`src/rtl/dma_cmd_responder_pkg.sv`:
```
// dma_cmd_responder_pkg
//   Shared widths, the latched command record and the responder state enum
//   for the DMA command responder and its arbiter.
package dma_cmd_responder_pkg;

    localparam int ID_WIDTH       = 4;
    localparam int ADDR_WIDTH     = 32;
    localparam int DMA_SIZE_WIDTH = 16;

    // Field order matches the command bus: source, destination, size.
    typedef struct packed {
        logic [ID_WIDTH-1:0]       src_ID;
        logic [ADDR_WIDTH-1:0]     src_addr;
        logic [ID_WIDTH-1:0]       dst_ID;
        logic [ADDR_WIDTH-1:0]     dst_addr;
        logic [DMA_SIZE_WIDTH-1:0] size;
    } dma_cmd_t;

    typedef enum logic [2:0] {
        ST_IDLE,
        ST_GRANT,
        ST_ISSUE,
        ST_BUSY,
        ST_DONE
    } dma_resp_state_t;

endpackage

```
`src/rtl/dma_cmd_responder_rr.sv`:
```
// dma_rr_arbiter
//   Combinational round-robin pick. The search starts at last_i+1 and wraps
//   modulo N_MASTERS (N need not be a power of two).
//   Ports:
//     req_i      in   N_MASTERS  request levels
//     last_i     in   IDX_W      index of the most recently served master
//     gnt_o      out  N_MASTERS  one-hot winner (0 when no request)
//     gnt_idx_o  out  IDX_W      index of the winner
//     any_o      out  1          at least one request present
module dma_rr_arbiter #(
    parameter int N_MASTERS = 4,
    parameter int IDX_W     = $clog2(N_MASTERS)
) (
    input  logic [N_MASTERS-1:0] req_i,
    input  logic [IDX_W-1:0]     last_i,
    output logic [N_MASTERS-1:0] gnt_o,
    output logic [IDX_W-1:0]     gnt_idx_o,
    output logic                 any_o
);

    // One extra bit holds last_i + offset before the wrap (max 2N-1).
    logic [IDX_W:0]   sum;
    logic [IDX_W-1:0] idx;
    logic             found;

    always_comb begin
        gnt_o     = '0;
        gnt_idx_o = '0;
        any_o     = |req_i;
        found     = 1'b0;
        sum       = '0;
        idx       = '0;
        for (int off = 1; off <= N_MASTERS; off++) begin
            sum = {1'b0, last_i} + (IDX_W+1)'(off);
            if (sum >= (IDX_W+1)'(N_MASTERS)) begin
                sum = sum - (IDX_W+1)'(N_MASTERS);
            end
            idx = sum[IDX_W-1:0];
            if (!found && req_i[idx]) begin
                found     = 1'b1;
                gnt_idx_o = idx;
            end
        end
        if (found) begin
            gnt_o[gnt_idx_o] = 1'b1;
        end
    end

endmodule

```
`src/rtl/dma_cmd_responder.sv`:
```
// dma_cmd_responder
//   Responder end of the DMA command handshake. Grants one master at a time
//   (round-robin), captures its command on start, forwards it to the DMA
//   engine over valid/ready and pulses done[g] when the engine completes.
//   Optional feature: define DMA_RESP_TIMEOUT_EN to revoke a grant that sees
//   no start within TIMEOUT_CYCLES cycles; otherwise timeout is tied to 0.
//   Ports:
//     clk, rst                 clock, synchronous active-high reset
//     req / permit             per-master request level / registered one-hot grant
//     src_ID..size, start      shared command bus and its strobe
//     done                     one-hot, one-cycle completion pulse
//     eng_valid / eng_ready    command handshake to the engine
//     eng_src_ID..eng_size     latched command
//     eng_done                 engine completion pulse
//     busy                     state is not IDLE
//     timeout                  one-cycle pulse on grant revocation by timer
module dma_cmd_responder
    import dma_cmd_responder_pkg::*;
#(
    parameter int N_MASTERS      = 4,
    parameter int TIMEOUT_CYCLES = 64
) (
    input  logic                      clk,
    input  logic                      rst,
    input  logic [N_MASTERS-1:0]      req,
    output logic [N_MASTERS-1:0]      permit,
    input  logic [ID_WIDTH-1:0]       src_ID,
    input  logic [ADDR_WIDTH-1:0]     src_addr,
    input  logic [ID_WIDTH-1:0]       dst_ID,
    input  logic [ADDR_WIDTH-1:0]     dst_addr,
    input  logic [DMA_SIZE_WIDTH-1:0] size,
    input  logic                      start,
    output logic [N_MASTERS-1:0]      done,
    output logic                      eng_valid,
    input  logic                      eng_ready,
    output logic [ID_WIDTH-1:0]       eng_src_ID,
    output logic [ADDR_WIDTH-1:0]     eng_src_addr,
    output logic [ID_WIDTH-1:0]       eng_dst_ID,
    output logic [ADDR_WIDTH-1:0]     eng_dst_addr,
    output logic [DMA_SIZE_WIDTH-1:0] eng_size,
    input  logic                      eng_done,
    output logic                      busy,
    output logic                      timeout
);

    localparam int IDX_W = $clog2(N_MASTERS);

    dma_resp_state_t        state_q, state_d;
    logic [IDX_W-1:0]       g_q, g_d;
    logic [IDX_W-1:0]       last_q, last_d;
    logic [N_MASTERS-1:0]   permit_q, permit_d;
    dma_cmd_t               cmd_q, cmd_d;

    logic [N_MASTERS-1:0]   arb_gnt;
    logic [IDX_W-1:0]       arb_idx;
    logic                   arb_any;

`ifdef DMA_RESP_TIMEOUT_EN
    localparam int CNT_W = $clog2(TIMEOUT_CYCLES+1);
    logic [CNT_W-1:0]       cnt_q, cnt_d;
    logic                   timeout_q, timeout_d;
`else
    // Keeps the timer parameter referenced when the timer is compiled out.
    logic unused_timeout_cfg;
    assign unused_timeout_cfg = (TIMEOUT_CYCLES > 0);
`endif

    dma_rr_arbiter #(
        .N_MASTERS (N_MASTERS),
        .IDX_W     (IDX_W)
    ) u_arb (
        .req_i     (req),
        .last_i    (last_q),
        .gnt_o     (arb_gnt),
        .gnt_idx_o (arb_idx),
        .any_o     (arb_any)
    );

    always_comb begin
        state_d  = state_q;
        g_d      = g_q;
        last_d   = last_q;
        permit_d = permit_q;
        cmd_d    = cmd_q;
`ifdef DMA_RESP_TIMEOUT_EN
        cnt_d     = cnt_q;
        timeout_d = 1'b0;
`endif
        case (state_q)
            ST_IDLE: begin
                if (arb_any) begin
                    permit_d = arb_gnt;
                    g_d      = arb_idx;
                    state_d  = ST_GRANT;
`ifdef DMA_RESP_TIMEOUT_EN
                    cnt_d    = '0;
`endif
                end
            end
            ST_GRANT: begin
                // start wins over both a dropped request and timer expiry.
                if (start) begin
                    cmd_d    = '{src_ID: src_ID, src_addr: src_addr,
                                 dst_ID: dst_ID, dst_addr: dst_addr, size: size};
                    permit_d = '0;
                    state_d  = (size == '0) ? ST_DONE : ST_ISSUE;
                end else if (!req[g_q]) begin
                    permit_d = '0;
                    last_d   = g_q;
                    state_d  = ST_IDLE;
                end
`ifdef DMA_RESP_TIMEOUT_EN
                // cnt_q counts completed GRANT cycles; this is the last allowed one.
                else if (cnt_q == CNT_W'(TIMEOUT_CYCLES-1)) begin
                    permit_d  = '0;
                    last_d    = g_q;
                    timeout_d = 1'b1;
                    state_d   = ST_IDLE;
                end else begin
                    cnt_d = cnt_q + 1'b1;
                end
`endif
            end
            ST_ISSUE: begin
                if (eng_ready) begin
                    state_d = eng_done ? ST_DONE : ST_BUSY;
                end
            end
            ST_BUSY: begin
                if (eng_done) begin
                    state_d = ST_DONE;
                end
            end
            ST_DONE: begin
                last_d  = g_q;
                state_d = ST_IDLE;
            end
            default: state_d = ST_IDLE;
        endcase
    end

    always_ff @(posedge clk) begin
        if (rst) begin
            state_q  <= ST_IDLE;
            g_q      <= '0;
            last_q   <= IDX_W'(N_MASTERS-1);
            permit_q <= '0;
            cmd_q    <= '0;
`ifdef DMA_RESP_TIMEOUT_EN
            cnt_q     <= '0;
            timeout_q <= 1'b0;
`endif
        end else begin
            state_q  <= state_d;
            g_q      <= g_d;
            last_q   <= last_d;
            permit_q <= permit_d;
            cmd_q    <= cmd_d;
`ifdef DMA_RESP_TIMEOUT_EN
            cnt_q     <= cnt_d;
            timeout_q <= timeout_d;
`endif
        end
    end

    // DONE lasts exactly one cycle, so decoding it gives the one-cycle pulse.
    always_comb begin
        done = '0;
        if (state_q == ST_DONE) begin
            done[g_q] = 1'b1;
        end
    end

    assign permit       = permit_q;
    assign eng_valid    = (state_q == ST_ISSUE);
    assign busy         = (state_q != ST_IDLE);
    assign eng_src_ID   = cmd_q.src_ID;
    assign eng_src_addr = cmd_q.src_addr;
    assign eng_dst_ID   = cmd_q.dst_ID;
    assign eng_dst_addr = cmd_q.dst_addr;
    assign eng_size     = cmd_q.size;

`ifdef DMA_RESP_TIMEOUT_EN
    assign timeout = timeout_q;
`else
    assign timeout = 1'b0;
`endif

endmodule

```
`config.mk`:
```
export PLATFORM = sky130hd
export DESIGN_NAME = dma_cmd_responder
export DESIGN_NICKNAME = d
export VERILOG_FILES = /design/src/rtl/dma_cmd_responder_pkg.sv /design/src/rtl/dma_cmd_responder_rr.sv /design/src/rtl/dma_cmd_responder.sv
export SDC_FILE = /design/constraint.sdc
export NUM_CORES = 1
export LEC_CHECK = 0
export BUFFER_PORTS_ARGS = -buffer_cell sky130_fd_sc_hd__buf_2
export CAP_MARGIN = 5
export CORE_MARGIN = 2
export CORE_UTILIZATION = 40
export CTS_BUF_LIST = sky130_fd_sc_hd__clkbuf_2
export CTS_CLUSTER_SIZE = 10
export DETAILED_ROUTE_END_ITERATION = 10
export GPL_TIMING_DRIVEN = 0
export PLACE_DENSITY = 0.7
export SETUP_SLACK_MARGIN = 0.1
export SYNTH_ARGS = -nofsm -noshare
export SYNTH_HDL_FRONTEND = slang
export SYNTH_HIERARCHICAL = 1
export SYNTH_SLANG_ARGS = --single-unit
```
`constraint.sdc`:
```
create_clock -name clk -period 2.2 [get_ports clk]
set_clock_uncertainty 0.2 [all_clocks]
set_input_delay 0.22 -clock clk [delete_from_list [all_inputs] [get_ports clk]]
set_output_delay 0.22 -clock clk [all_outputs]
set_load 0.05 [all_outputs]
```
======== After elaboration in Yosys (flattened, before gate mapping) ========
Cells that the tools add are included.
storage, ports and cells
  register bits after elaboration ......... 99
  bits of input ports ..................... 97
  logic and storage cells ................. 101
operators by class
  add/sub/neg operators ................... 8
  order comparisons ....................... 12
  equal/unequal tests ..................... 10
  multiplexer cells ....................... 43
  reduce and logical (&&, ||, !) cells .... 19
operators by type and width
  operator                                                           count
  two-way mux 3 bit                                                  7
  two-way mux 2 bit                                                  10
  two-way mux 4 bit                                                  5
  < comparator 2 x 3 -> 1 bit, second input constant                 6
  zero test 16 bit                                                   1
  greater-or-equal comparator 3 bit, second input constant           4
  one-hot mux 3 bit (4 select lines)                                 1
  two-way mux 1 bit                                                  11
  binary-select mux 1 bit (select 2 bit)                             5
  inequality test 2 bit, second input constant                       4
  one-hot mux 4 bit (2 select lines)                                 1
  subtractor 2 x 1 -> 2 bit, second input constant                   4
  adder 2 x 2 -> 3 bit, second input constant                        2
  equality test 3 x 2 -> 1 bit, second input constant                2
  AND reduction 3 bit                                                2
  logical AND 1 bit                                                  5
  demux 1 bit (select 2 bit)                                         2
  greater-or-equal comparator 2 x 1 -> 1 bit, second input constant  2
  one-hot mux 2 bit (2 select lines)                                 1
  AND reduction 2 bit                                                2
  AND reduction 4 bit                                                1
  nonzero test 2 bit                                                 2
  OR reduction 4 bit                                                 1
  adder 2 x 1 -> 3 bit, second input constant                        1
  other kinds (8)                                                    10

======== Logic depth before layout (Yosys ltp) ========
Gate-level depths: netlist of the first run.
  depth in word-level cells ............... 22
  depth in mapped cells ................... 8

======== Cells and area by module ========
The synthesis of the first run kept the hierarchy.
modules (own cells, without submodules)
  module             instances  cells an instance  area an instance (µm²)
  dma_cmd_responder  1          468                3709.8
  dma_rr_arbiter     1          34                 222.7

======== Worst setup path after synthesis of the first run ========
OpenSTA, ideal clock, no wires.
  kind .................................... register to output
  start ................................... register state_q[0]
  end ..................................... output done[1]
  data arrival time ....................... 2.338 ns
  required time ........................... 1.780 ns
  setup slack ............................. -0.558 ns
  cell stages (with the launch flop) ...... 4
  buffers on the path ..................... 1
  cells stage by stage .................... dfxtp_1 > clkbuf_1 > nand2b_1 > nor4b_1
on the way
  word-level cells in the longest chain between the ends .. 2
ends and longest elaborated chain
  element                   RTL line                  text
  start: declaration        dma_cmd_responder.sv:48   dma_resp_state_t state_q, state_d;
  start signal: assignment  dma_cmd_responder.sv:154  state_q <= state_d;
  equality test 3 bit       dma_cmd_responder.sv:169  if (state_q == ST_DONE) begin
  two-way mux 4 bit         dma_cmd_responder.sv:169
  end: declaration          dma_cmd_responder.sv:33   output logic [N_MASTERS-1:0] done,
Every way passes these cells.

======== Final worst setup path of the first run ========
  start ................................... register state_q[2]
  end ..................................... output busy
on the way
  word-level cells in the longest chain between the ends .. 1
ends and longest elaborated chain
  element             RTL line                  text
  nonzero test 3 bit  dma_cmd_responder.sv:176  assign busy = (state_q != ST_IDLE);
  end: declaration    dma_cmd_responder.sv:42   output logic busy,
Every way passes these cells.

==> metrics.yaml, run 1 <==
setup_path:
  critPathKind: "reg -> out"
  timing.critical_path.cells: "clkbuf_4 > nor2_1 > nand2_1 > buf_2"
  critPathMaxFanout: 9
  cp_slowest_cell: "sky130_fd_sc_hd__dfxtp_1"
  end_kind: "output pin"
  worstPathBufferInverterCount: 2
  critical_path.reg2reg.startpoint: "g_q[0]$_SDFFE_PP0P_"
  family_of_cells_with_the_greatest_summed_delay_on_the_critical_path: "buffers and inverters"
  worst_setup_startpoint: "state_q[2]$_SDFFE_PP0P_"
  crit_path_start_kind: "register"
  critical_path_at_ns: 1.68
  ff2ff_path_depth: 5
  worstSetupPathDepth: 4
  critical_path_required_ns: 1.78
  critical-path-max-stage-delay_ns: 0.35
clock_network:
  h_tree_depth: 3
  clkLatencyLatePin_ns: 0.55
  tritoncts.num_buffers: 9
  clock-root-buffer: "sky130_fd_sc_hd__clkbuf_2"
  ctsLongestPathBuffers: 2
  clk_transition_reported_paths_ns: 0.24
  cts_sinks: 99
  cts_tree: "done"
floorplanning:
  ios: 196
  placeableCoreArea_mm2: 0.00964
  die_h_um: 103
  rows: 36
  start_util_pct: 40.8
  fp.dieW_um: 103
  fp.dieArea_mm2: 0.0106
route:
  drcViolationCount: 0
  initialDrtViolationCount: 174
  detail_route.first_pass.iterations: 6
  detail_route.wirelength_mm: 13.1
  detail_route.vias_per_cell: 4.87
  drt.antenna.violating_nets: 0
  vias: 4621
  wl_per_cell_um: 13.9
timing:
  rsz0062_at_grt: "yes"
  maxSlewHeadroom_pct: 64.7
  timing.final.crit_share_pct: 95.6
  hold_ws_ns: 0.0562
  setup_tns_ns: 0
  report.final.slew_viol_count: 0
  final_hold_viol_count: 0
  tightest_slew_ns: 0.529
  highest_clock_rate_ghz: 0.475
  finalSetupViolations: 0
  finalWorstPathRequiredPeriod_ns: 2.10
global_route:
  first_global_vias: 4339
  wire_length_of_the_first_global_routing_pass_mm: 19.6
  overflow_left_after_global_routing: 0
  antenna_violations_before_repair: 0
  maximum_number_of_pins_on_one_net_before_global_route_repair: 17
  groute.usage.overall_pct: 23.5
power:
  power.leakage_nw: 2.91
  power_switching_share_pct: 36.3
  p_total_mw: 4.26
  seqPwrFrac_pct: 46.8
  cell_internal_pwr_mw: 2.71
  power.share.combinational_pct: 32.5
  power.share.clock_pct: 20.7
  worst_vdd_ir_v: 0.000470
  power_per_cell_area_mw_per_mm2: 668
  total_switching_power_mw: 1.55
logic_synthesis:
  synth_async_sr_flop_share_pct: 0
  most_repeated_cell_in_the_gate_level_netlist_after_synthesis: "sky130_fd_sc_hd__nand2_1"
  yosys.cell_types.count: 44
  synth_enable_flop_cells: 0
  synthesis.area_per_instance_um2: 7.83
  yosysWarnings: 6
  synth_top_cell_by_area: "sky130_fd_sc_hd__dfxtp_1"
  post_synth_most_frequent_cells: "sky130_fd_sc_hd__nand2_1 (185), sky130_fd_sc_hd__dfxtp_1 (99), sky130_fd_sc_hd__a21oi_1 (93), sky130_fd_sc_hd__clkbuf_1 (26), sky130_fd_sc_hd__nor2_1 (14)"
  netlist_top_cells_area: "sky130_fd_sc_hd__dfxtp_1 (50%), sky130_fd_sc_hd__nand2_1 (18%), sky130_fd_sc_hd__a21oi_1 (12%)"
  ys_dominant_reg_cell: "sky130_fd_sc_hd__dfxtp_1"
  synth.top_cell.area_share_pct: 50.4
  syn-cell-area_mm2: 0.00393
  synthesis.instances: 502
  synth.ff_latch_count: 99
  synth_fp_nets: 599
  synth.yosys.seq_area_share_pct: 50.4
placed_design:
  dp_hpwl_mm: 8.34
  gp_congestion: 0.862
  port_buffer_count: 193
min_path:
  hold_class: "in -> reg"
  hold_path_depth: 3
  critical_hold_path_startpoint: "rst"
finish:
  final_layout_size_suffix_gt1_share_pct: 31.7
  layout-area-overhead-vs-synth_pct: 62.1
  n_antenna_cell: 0
  nets: 907
  fin_util_pct: 66.1
outcome:
  outcome: "complete, no violations"
flow_run:
  drv_cap: 0
[state kept, by name (all words and copies together), names as in the netlist]
| name | cells |
|---|---|
| eng_dst_ID | 4 |
| eng_dst_addr | 32 |
| eng_size | 16 |
| eng_src_ID | 4 |
| eng_src_addr | 32 |
| g_q | 2 |
| last_q | 2 |
| permit | 4 |
| state_q | 3 |
[logic make-up (layout without fill, tap and decap cells)]
| family | after synthesis | count (layout) | share of synthesized area, % |
|---|---|---|---|
| AO/OA/AOI/OAI | 120 | 120 | 16.9 |
| buffers and inverters | 44 | 357 | 5.31 |
| flip-flops | 99 | 99 | 50.4 |
| multiplexers | 11 | 11 | 3.31 |
| other | 1 | 1 | 0.0954 |
| AND/OR/NAND/NOR | 227 | 227 | 24.0 |
[final timing paths]
path,to,slack [ns]
setup reg to reg,permit[3]$_SDFFE_PP0P_,0.13
hold reg to reg,eng_dst_ID[1]$_SDFFE_PP0N_,0.26
hold / removal,permit[0]$_SDFFE_PP0P_,0.06
setup / recovery,busy,0.1
[stage by stage]
step                      worst slack [ns]  area (um2)  std cells
after floorplan                      0.101        3950        502
after global placement            -0.00827        5080        828
after detailed placement           -0.0796        5080        828
after CTS                         -0.00455        6240        942
after global routing               0.00140        6370        948
final                               0.0965        6370        948
[repair_timing]
item | 4_1_cts | 5_1_grt
hold buffers | 96 | 0
hold endpoints to repair | 97 | 0
pin swaps | 2 | 6
buffers inserted | 2 | 6
endpoints found under the setup margin | 90 | 92
resized for setup | 25 | 29
[area by class of cell]
type                            count  area, um2
Clock inverter                      5       61.3
Fill cell                         802       3260
Inverter                            5       18.8
Tap cell                          133        166
Buffer                             39        238
Clock buffer                       11       55.1
Timing Repair Buffer              297       2030
Sequential cell                    99       1990
Multi-Input combinational cell    359       1820
[cells in the final DEF, fill, tap and decap left out, types with 5 or more instances in the layout]
cell,n
sky130_fd_sc_hd__buf_6,8
sky130_fd_sc_hd__nand2_1,184
sky130_fd_sc_hd__dfxtp_1,95
sky130_fd_sc_hd__nor2_1,13
sky130_fd_sc_hd__inv_1,5
sky130_fd_sc_hd__buf_2,189
sky130_fd_sc_hd__clkbuf_1,18
sky130_fd_sc_hd__dlygate4sd3_1,96
sky130_fd_sc_hd__mux2i_1,7
sky130_fd_sc_hd__nand2b_1,5
sky130_fd_sc_hd__a21oi_1,93
sky130_fd_sc_hd__o21ai_0,5
sky130_fd_sc_hd__buf_4,11
sky130_fd_sc_hd__clkbuf_2,18
[routing by layer]
metal  wire, um  vias to the layer above  global-route usage, %
met5          0                        -                      0
met4        391                        0                   11.9
met3        896                       38                   5.15
met2       6560                      195                   41.2
met1       5290                     2121                   26.7
li1           -                     2267                      -
[worst reg2reg max path: stages (launching register included)]
cell and delay [ns]:
sky130_fd_sc_hd__dfxtp_2 0.39, sky130_fd_sc_hd__buf_8 0.12, sky130_fd_sc_hd__mux2_4 0.31, sky130_fd_sc_hd__a22o_4 0.26
sky130_fd_sc_hd__a2111o_1 0.53, sky130_fd_sc_hd__mux2i_1 0.16
[power groups by stage]
stage | Combinational, mW | Sequential [mW] | Clock (mW)
floorplan | 0.436 | 2.40 | 0
global placement | 1.13 | 2.02 | 0
detailed placement | 1.14 | 2.02 | 0
CTS | 1.31 | 1.99 | 0.913
global route | 1.48 | 2.01 | 0.984
finish | 1.38 | 1.99 | 0.884
Note: power is estimated with default switching activity, not from simulation.
==> inputs of run 2 (changes only) <==
PLACE_DENSITY = 0.74   (was 0.7)
TNS_END_PERCENT = 20   (was not set)
==> metrics.yaml, run 2 (synthesis results as in run 1) <==
timing:
  finalWorstPathRequiredPeriod_ns: 2.08  # was 2.10 ns
  report.final.slew_viol_count: 0  # unchanged
  tightest_slew_ns: 0.554  # was 0.529 ns
  timing.final.crit_share_pct: 94.6  # was 95.6%
  maxSlewHeadroom_pct: 63.0  # was 64.7%
  highest_clock_rate_ghz: 0.480  # was 0.475 GHz
  finalSetupViolations: 0  # unchanged
  final_hold_viol_count: 0  # unchanged
  setup_ws_ns: 0.118  # was 0.0965 ns
  rsz0062_at_grt: "yes"  # unchanged
  hold_ws_ns: 0.0841  # was 0.0562 ns
placed_design:
  dpl_cell_area_mm2: 0.00507  # was 0.00508 mm2
  port_buffer_count: 193  # unchanged
  dp_hpwl_mm: 8.38  # was 8.34 mm
  dp_worst_setup_slack_ns: -0.0588  # was -0.0796 ns
  gp_congestion: 0.882  # was 0.862
setup_path:
  critical_path_required_ns: 2.46  # was 1.78 ns
  slack_of_the_worst_reg_to_reg_path_ns: 0.12  # was 0.13 ns
  cp-endpoint: "permit[1]$_SDFFE_PP0P_"  # was busy
  crit_path_start_kind: "register"  # unchanged
  end_kind: "register"  # was output pin
  ff2ff_path_depth: 5  # unchanged
  critical_path.reg2reg.startpoint: "g_q[0]$_SDFFE_PP0P_"  # unchanged
  critical_path_at_ns: 2.34  # was 1.68 ns
  worst_r2r_endpoint: "permit[1]$_SDFFE_PP0P_"  # was permit[3]$_SDFFE_PP0P_
  critPathKind: "reg -> reg"  # was reg -> out
  worst_setup_startpoint: "g_q[0]$_SDFFE_PP0P_"  # was state_q[2]$_SDFFE_PP0P_
  critPathMaxFanout: 9  # unchanged
route:
  initialDrtViolationCount: 154  # was 174
  wl_per_cell_um: 14.2  # was 13.9 um
  detail_route.wirelength_mm: 13.4  # was 13.1 mm
  vias: 4655  # was 4621
  drt.antenna.violating_nets: 0  # unchanged
  detail_route.vias_per_cell: 4.93  # was 4.87
  drcViolationCount: 0  # unchanged
  detail_route.first_pass.iterations: 5  # was 6
floorplanning:
  fp.dieW_um: 103  # unchanged
  fp.dieArea_mm2: 0.0106  # unchanged
  ios: 196  # unchanged
  rows: 36  # unchanged
  die_h_um: 103  # unchanged
  start_util_pct: 40.8  # unchanged
  placeableCoreArea_mm2: 0.00964  # unchanged
clock_network:
  cts_sinks: 99  # unchanged
  clk_transition_reported_paths_ns: 0.26  # was 0.24 ns
  clock-root-buffer: "sky130_fd_sc_hd__clkbuf_2"  # unchanged
  h_tree_depth: 3  # unchanged
  clkLatencyLatePin_ns: 0.54  # was 0.55 ns
  ctsLongestPathBuffers: 2  # unchanged
  cts_tree: "done"  # unchanged
  tritoncts.num_buffers: 9  # unchanged
finish:
  nets: 905  # was 907
  n_antenna_cell: 0  # unchanged
  most_frequent_cells_in_the_layout: "sky130_fd_sc_hd__buf_2 (190), sky130_fd_sc_hd__nand2_1 (184), sky130_fd_sc_hd__dfxtp_1 (96), sky130_fd_sc_hd__dlygate4sd3_1 (96), sky130_fd_sc_hd__a21oi_1 (93)"  # was sky130_fd_sc_hd__buf_2 (189), sky130_fd_sc_hd__nand2_1 (184), sky130_fd_sc_hd__dlygate4sd3_1 (96), sky130_fd_sc_hd__dfxtp_1 (95), sky130_fd_sc_hd__a21oi_1 (93)
  final_layout_size_suffix_gt1_share_pct: 30.5  # was 31.7%
  layout-area-overhead-vs-synth_pct: 59.8  # was 62.1%
  fin_util_pct: 65.2  # was 66.1%
  most_frequent_standard_cell_in_the_layout_excluding_fill_and_tap_cells: "sky130_fd_sc_hd__buf_2"  # unchanged
  n_fill_cell: 788  # was 802
  post_layout_instance_area_mm2: 0.00629  # was 0.00637 mm2
global_route:
  antenna_violations_before_repair: 0  # unchanged
  groute.usage.overall_pct: 24.5  # was 23.5%
  overflow_left_after_global_routing: 0  # unchanged
  first_global_vias: 4498  # was 4339
  maximum_number_of_pins_on_one_net_before_global_route_repair: 18  # was 17
  wire_length_of_the_first_global_routing_pass_mm: 20.4  # was 19.6 mm
outcome:
  outcome: "complete, no violations"  # unchanged
power:
  power.leakage_nw: 2.86  # was 2.91 nW
  worst_vdd_ir_v: 0.000373  # was 0.000470 V
  power_per_cell_area_mw_per_mm2: 676  # was 668 mW/mm2
flow_run:
  drv_cap: 0  # unchanged
min_path:
  hold_class: "in -> reg"  # unchanged
run 2: worst min-delay path by stage:
stage / start / endpoint / slack (ns) / depth (start not counted)
floorplan: src_addr[10] / eng_src_addr[10]$_SDFFE_PP0N_ / 0.16 / 2
global placement: eng_src_addr[1]$_SDFFE_PP0N_ / eng_src_addr[1]$_SDFFE_PP0N_ / 0.24 / 2
detailed placement: eng_src_addr[25]$_SDFFE_PP0N_ / eng_src_addr[25]$_SDFFE_PP0N_ / 0.24 / 2
CTS: rst / permit[0]$_SDFFE_PP0P_ / 0.04 / 3
global route: rst / permit[2]$_SDFFE_PP0P_ / 0.07 / 3
finish: rst / permit[2]$_SDFFE_PP0P_ / 0.08 / 3
run 2: critical path, stage by stage (launching register included):
cell                       delay, ns
sky130_fd_sc_hd__dfxtp_1        0.39
sky130_fd_sc_hd__buf_6          0.14
sky130_fd_sc_hd__mux2_2         0.33
sky130_fd_sc_hd__a22o_1         0.24
sky130_fd_sc_hd__a2111o_1       0.54
sky130_fd_sc_hd__mux2i_1        0.15
run 2: power by group:
part           internal (mW)  switching [mW]
Combinational          0.485           0.870
Sequential              1.93          0.0694
Clock                  0.273           0.628
Total                   2.68            1.57
run 2: what timing repair did:
item / CTS / global route
hold endpoints to repair: 97 / 0
hold buffers: 96 / 0
endpoints found under the setup margin: 79 / 72
resized for setup: 20 / 17
pin swaps: 1 / 2
setup buffers: 4 / 2
run 2: through the flow:
step,std cells,TNS (ns),power [mW]
global route,945,0,4.48
global placement,828,0,3.14
detailed placement,828,-0.338,3.16
CTS,943,0,4.22
floorplan,502,-0.453,2.84
finish,945,0,4.25
run 2: layout make-up:
class                      count  area (um2)  share of cell area, %
clock inverter                 6        75.1                   1.19
sequential                    99        1990                   31.6
buffer                        39         226                   3.60
inverter                       5        18.8                  0.299
clock buffer                   9        45.0                  0.717
multi-input combinational    359        1780                   28.3
tap                          133         166                   2.65
timing repair buffer         295        1990                   31.6
run 2: routing by layer:
metal	vias to the layer above	track usage (%)	wire length [um]
met1	2119	27.3	5370
met3	43	6.71	1050
li1	2270	-	-
met2	223	42.2	6560
met5	-	0	0
met4	0	13.4	447
==> inputs of run 3 (changes only) <==
clock period = 2.65 ns   (was 2.2 ns; I/O delays follow)
==> metrics.yaml, run 3 (synthesis results as in run 1) <==
outcome:
  outcome: "complete, no violations"  # unchanged
setup_path:
  cp_slowest_cell: "sky130_fd_sc_hd__dfxtp_1"  # was sky130_fd_sc_hd__a2111o_1
  end_kind: "output pin"  # was register
  crit_path_start_kind: "register"  # unchanged
  critical_path.reg2reg.startpoint: "state_q[2]$_SDFFE_PP0P_"  # was g_q[0]$_SDFFE_PP0P_
  family_of_cells_with_the_greatest_summed_delay_on_the_critical_path: "simple AND/OR/NAND/NOR gates"  # was compound AO/OA/AOI/OAI gates
  critical_path_required_ns: 2.18  # was 2.46 ns
  timing.critical_path.cells: "clkbuf_1 > nand2b_1 > nor4b_2 > buf_2"  # was buf_6 > mux2_2 > a22o_1 > a2111o_1 > mux2i_1
  critPathMaxFanout: 10  # was 9
  worst_setup_startpoint: "state_q[0]$_SDFFE_PP0P_"  # was g_q[0]$_SDFFE_PP0P_
  slack_of_the_worst_reg_to_reg_path_ns: 0.42  # was 0.12 ns
  critPathKind: "reg -> out"  # was reg -> reg
  critical_path_at_ns: 1.94  # was 2.34 ns
  worstPathBufferInverterCount: 2  # was 1
  critical-path-max-stage-delay_ns: 0.37  # was 0.54 ns
clock_network:
  h_tree_depth: 3  # unchanged
  clkLatencyLatePin_ns: 0.54  # about the same
  cts_tree: "done"  # unchanged
  tritoncts.num_buffers: 9  # unchanged
  ctsLongestPathBuffers: 2  # unchanged
  cts_sinks: 99  # unchanged
  clk_transition_reported_paths_ns: 0.26  # about the same
  cts_post_setup_buffers_inserted: 0  # was 4
  clock-root-buffer: "sky130_fd_sc_hd__clkbuf_2"  # unchanged
power:
  power_per_cell_area_mw_per_mm2: 568  # was 676 mW/mm2
  worst_vdd_ir_v: 0.000312  # was 0.000373 V
  power.leakage_nw: 2.80  # was 2.86 nW
  p_total_mw: 3.48  # was 4.25 mW
route:
  drcViolationCount: 0  # unchanged
  wl_per_cell_um: 14.0  # was 14.2 um
  initialDrtViolationCount: 137  # was 154
  detail_route.vias_per_cell: 4.85  # was 4.93
  vias: 4546  # was 4655
  detail_route.first_pass.iterations: 4  # was 5
  detail_route.wirelength_mm: 13.1  # was 13.4 mm
  drt.antenna.violating_nets: 0  # unchanged
timing:
  finalSetupViolations: 0  # unchanged
  tightest_slew_ns: 0.516  # was 0.554 ns
  highest_clock_rate_ghz: 0.416
  hold_ws_ns: 0.0637  # was 0.0841 ns
  rsz0062_at_grt: "no"  # was yes
  finalWorstPathRequiredPeriod_ns: 2.40
  setup_ws_ns: 0.246  # was 0.118 ns
  final_hold_viol_count: 0  # unchanged
  maxSlewHeadroom_pct: 64.7  # was 63.0%
  timing.final.crit_share_pct: 90.7
  report.final.slew_viol_count: 0  # unchanged
  setup_tns_ns: 0  # unchanged
finish:
  n_fill_cell: 805  # was 788
  n_antenna_cell: 0  # unchanged
  most_frequent_cells_in_the_layout: "sky130_fd_sc_hd__buf_2 (199), sky130_fd_sc_hd__nand2_1 (185), sky130_fd_sc_hd__dfxtp_1 (99), sky130_fd_sc_hd__dlygate4sd3_1 (94), sky130_fd_sc_hd__a21oi_1 (93)"  # was sky130_fd_sc_hd__buf_2 (190), sky130_fd_sc_hd__nand2_1 (184), sky130_fd_sc_hd__dfxtp_1 (96), sky130_fd_sc_hd__dlygate4sd3_1 (96), sky130_fd_sc_hd__a21oi_1 (93)
  layout-area-overhead-vs-synth_pct: 56.0  # was 59.8%
  most_frequent_standard_cell_in_the_layout_excluding_fill_and_tap_cells: "sky130_fd_sc_hd__buf_2"  # unchanged
  final_layout_size_suffix_gt1_share_pct: 28.5  # was 30.5%
  nets: 897  # was 905
floorplanning:
  die_h_um: 103  # unchanged
  fp.dieW_um: 103  # unchanged
  ios: 196  # unchanged
  fp.dieArea_mm2: 0.0106  # unchanged
  rows: 36  # unchanged
  start_util_pct: 40.8  # unchanged
  placeableCoreArea_mm2: 0.00964  # unchanged
placed_design:
  port_buffer_count: 193  # unchanged
  gp_congestion: 0.882  # unchanged
  dp_hpwl_mm: 8.38  # unchanged
  dp_worst_setup_slack_ns: 0.391  # was -0.0588 ns
global_route:
  first_global_vias: 4438  # was 4498
  overflow_left_after_global_routing: 0  # unchanged
  antenna_violations_before_repair: 0  # unchanged
  maximum_number_of_pins_on_one_net_before_global_route_repair: 18  # unchanged
  groute.usage.overall_pct: 24.1  # was 24.5%
  wire_length_of_the_first_global_routing_pass_mm: 20.1  # was 20.4 mm
min_path:
  critical_hold_path_startpoint: "req[3]"  # was rst
  hold_class: "in -> reg"  # unchanged
flow_run:
  drv_cap: 0  # unchanged
==> run 3: cell types whose count changed in the layout (fill, tap and decap cells not counted), sizes merged <==
| cell | change |
|---|---|
| buf | -6 |
| dlygate4sd3 | -2 |
==> run 3: final timing paths <==
kind / end / cells after the start
setup / recovery: done[1] / 4
hold / removal: permit[3]$_SDFFE_PP0P_ / 5
setup reg to reg: eng_dst_addr[0]$_SDFFE_PP0N_ / 7
hold reg to reg: eng_src_addr[25]$_SDFFE_PP0N_ / 2
==> run 3: report_power, final <==
part / leakage [nW] / total, mW / internal (mW) / switching, mW
combinational: 1.92 / 1.07 / 0.365 / 0.709
clock: 0.0705 / 0.755 / 0.227 / 0.529
sequential: 0.806 / 1.65 / 1.60 / 0.0550
total: 2.80 / 3.48 / 2.19 / 1.29
==> run 3: area by class of cell <==
type                       instances  area (um2)  share of cell area, %
buffer                            39         191                   3.12
clock inverter                     6        75.1                   1.22
multi-input combinational        359        1750                   28.5
timing repair buffer             287        1910                   31.1
inverter                           5        18.8                  0.306
tap                              133         166                   2.71
clock buffer                       9        45.0                  0.734
sequential                        99        1980                   32.3
==> run 3: timing repair <==
action,4_1_cts,5_1_grt
hold buffers,94,0
setup endpoints to repair,0,2
endpoints found under the hold margin,96,0
resized for setup,0,2
==> run 3: per-layer routing <==
metal | GRT usage [%] | vias to the layer above | part of all wire [%]
li1 | - | 2251 | -
met2 | 41.4 | 205 | 49
met4 | 13.4 | 0 | 3.1
met1 | 26.7 | 2051 | 41
met3 | 7.05 | 39 | 7.7
met5 | 0 | - | 0
==> run 3: tightest hold or removal path: stages <==
cell                       delay [ns]
sky130_fd_sc_hd__buf_2           0.12
sky130_fd_sc_hd__clkbuf_8        0.15
sky130_fd_sc_hd__a21boi_0        0.13
sky130_fd_sc_hd__nand2_1         0.06
sky130_fd_sc_hd__mux2i_1         0.05
==> run 3: stage by stage <==
step           util, %  cell area (um2)  instances
2_1_floorplan        -             3940        502
3_3_place_gp      52.6             5070        828
3_5_place_dp      52.6             5070        828
4_1_cts           63.6             6130        937
5_1_grt           63.6             6130        937
6_report          63.6             6130        937
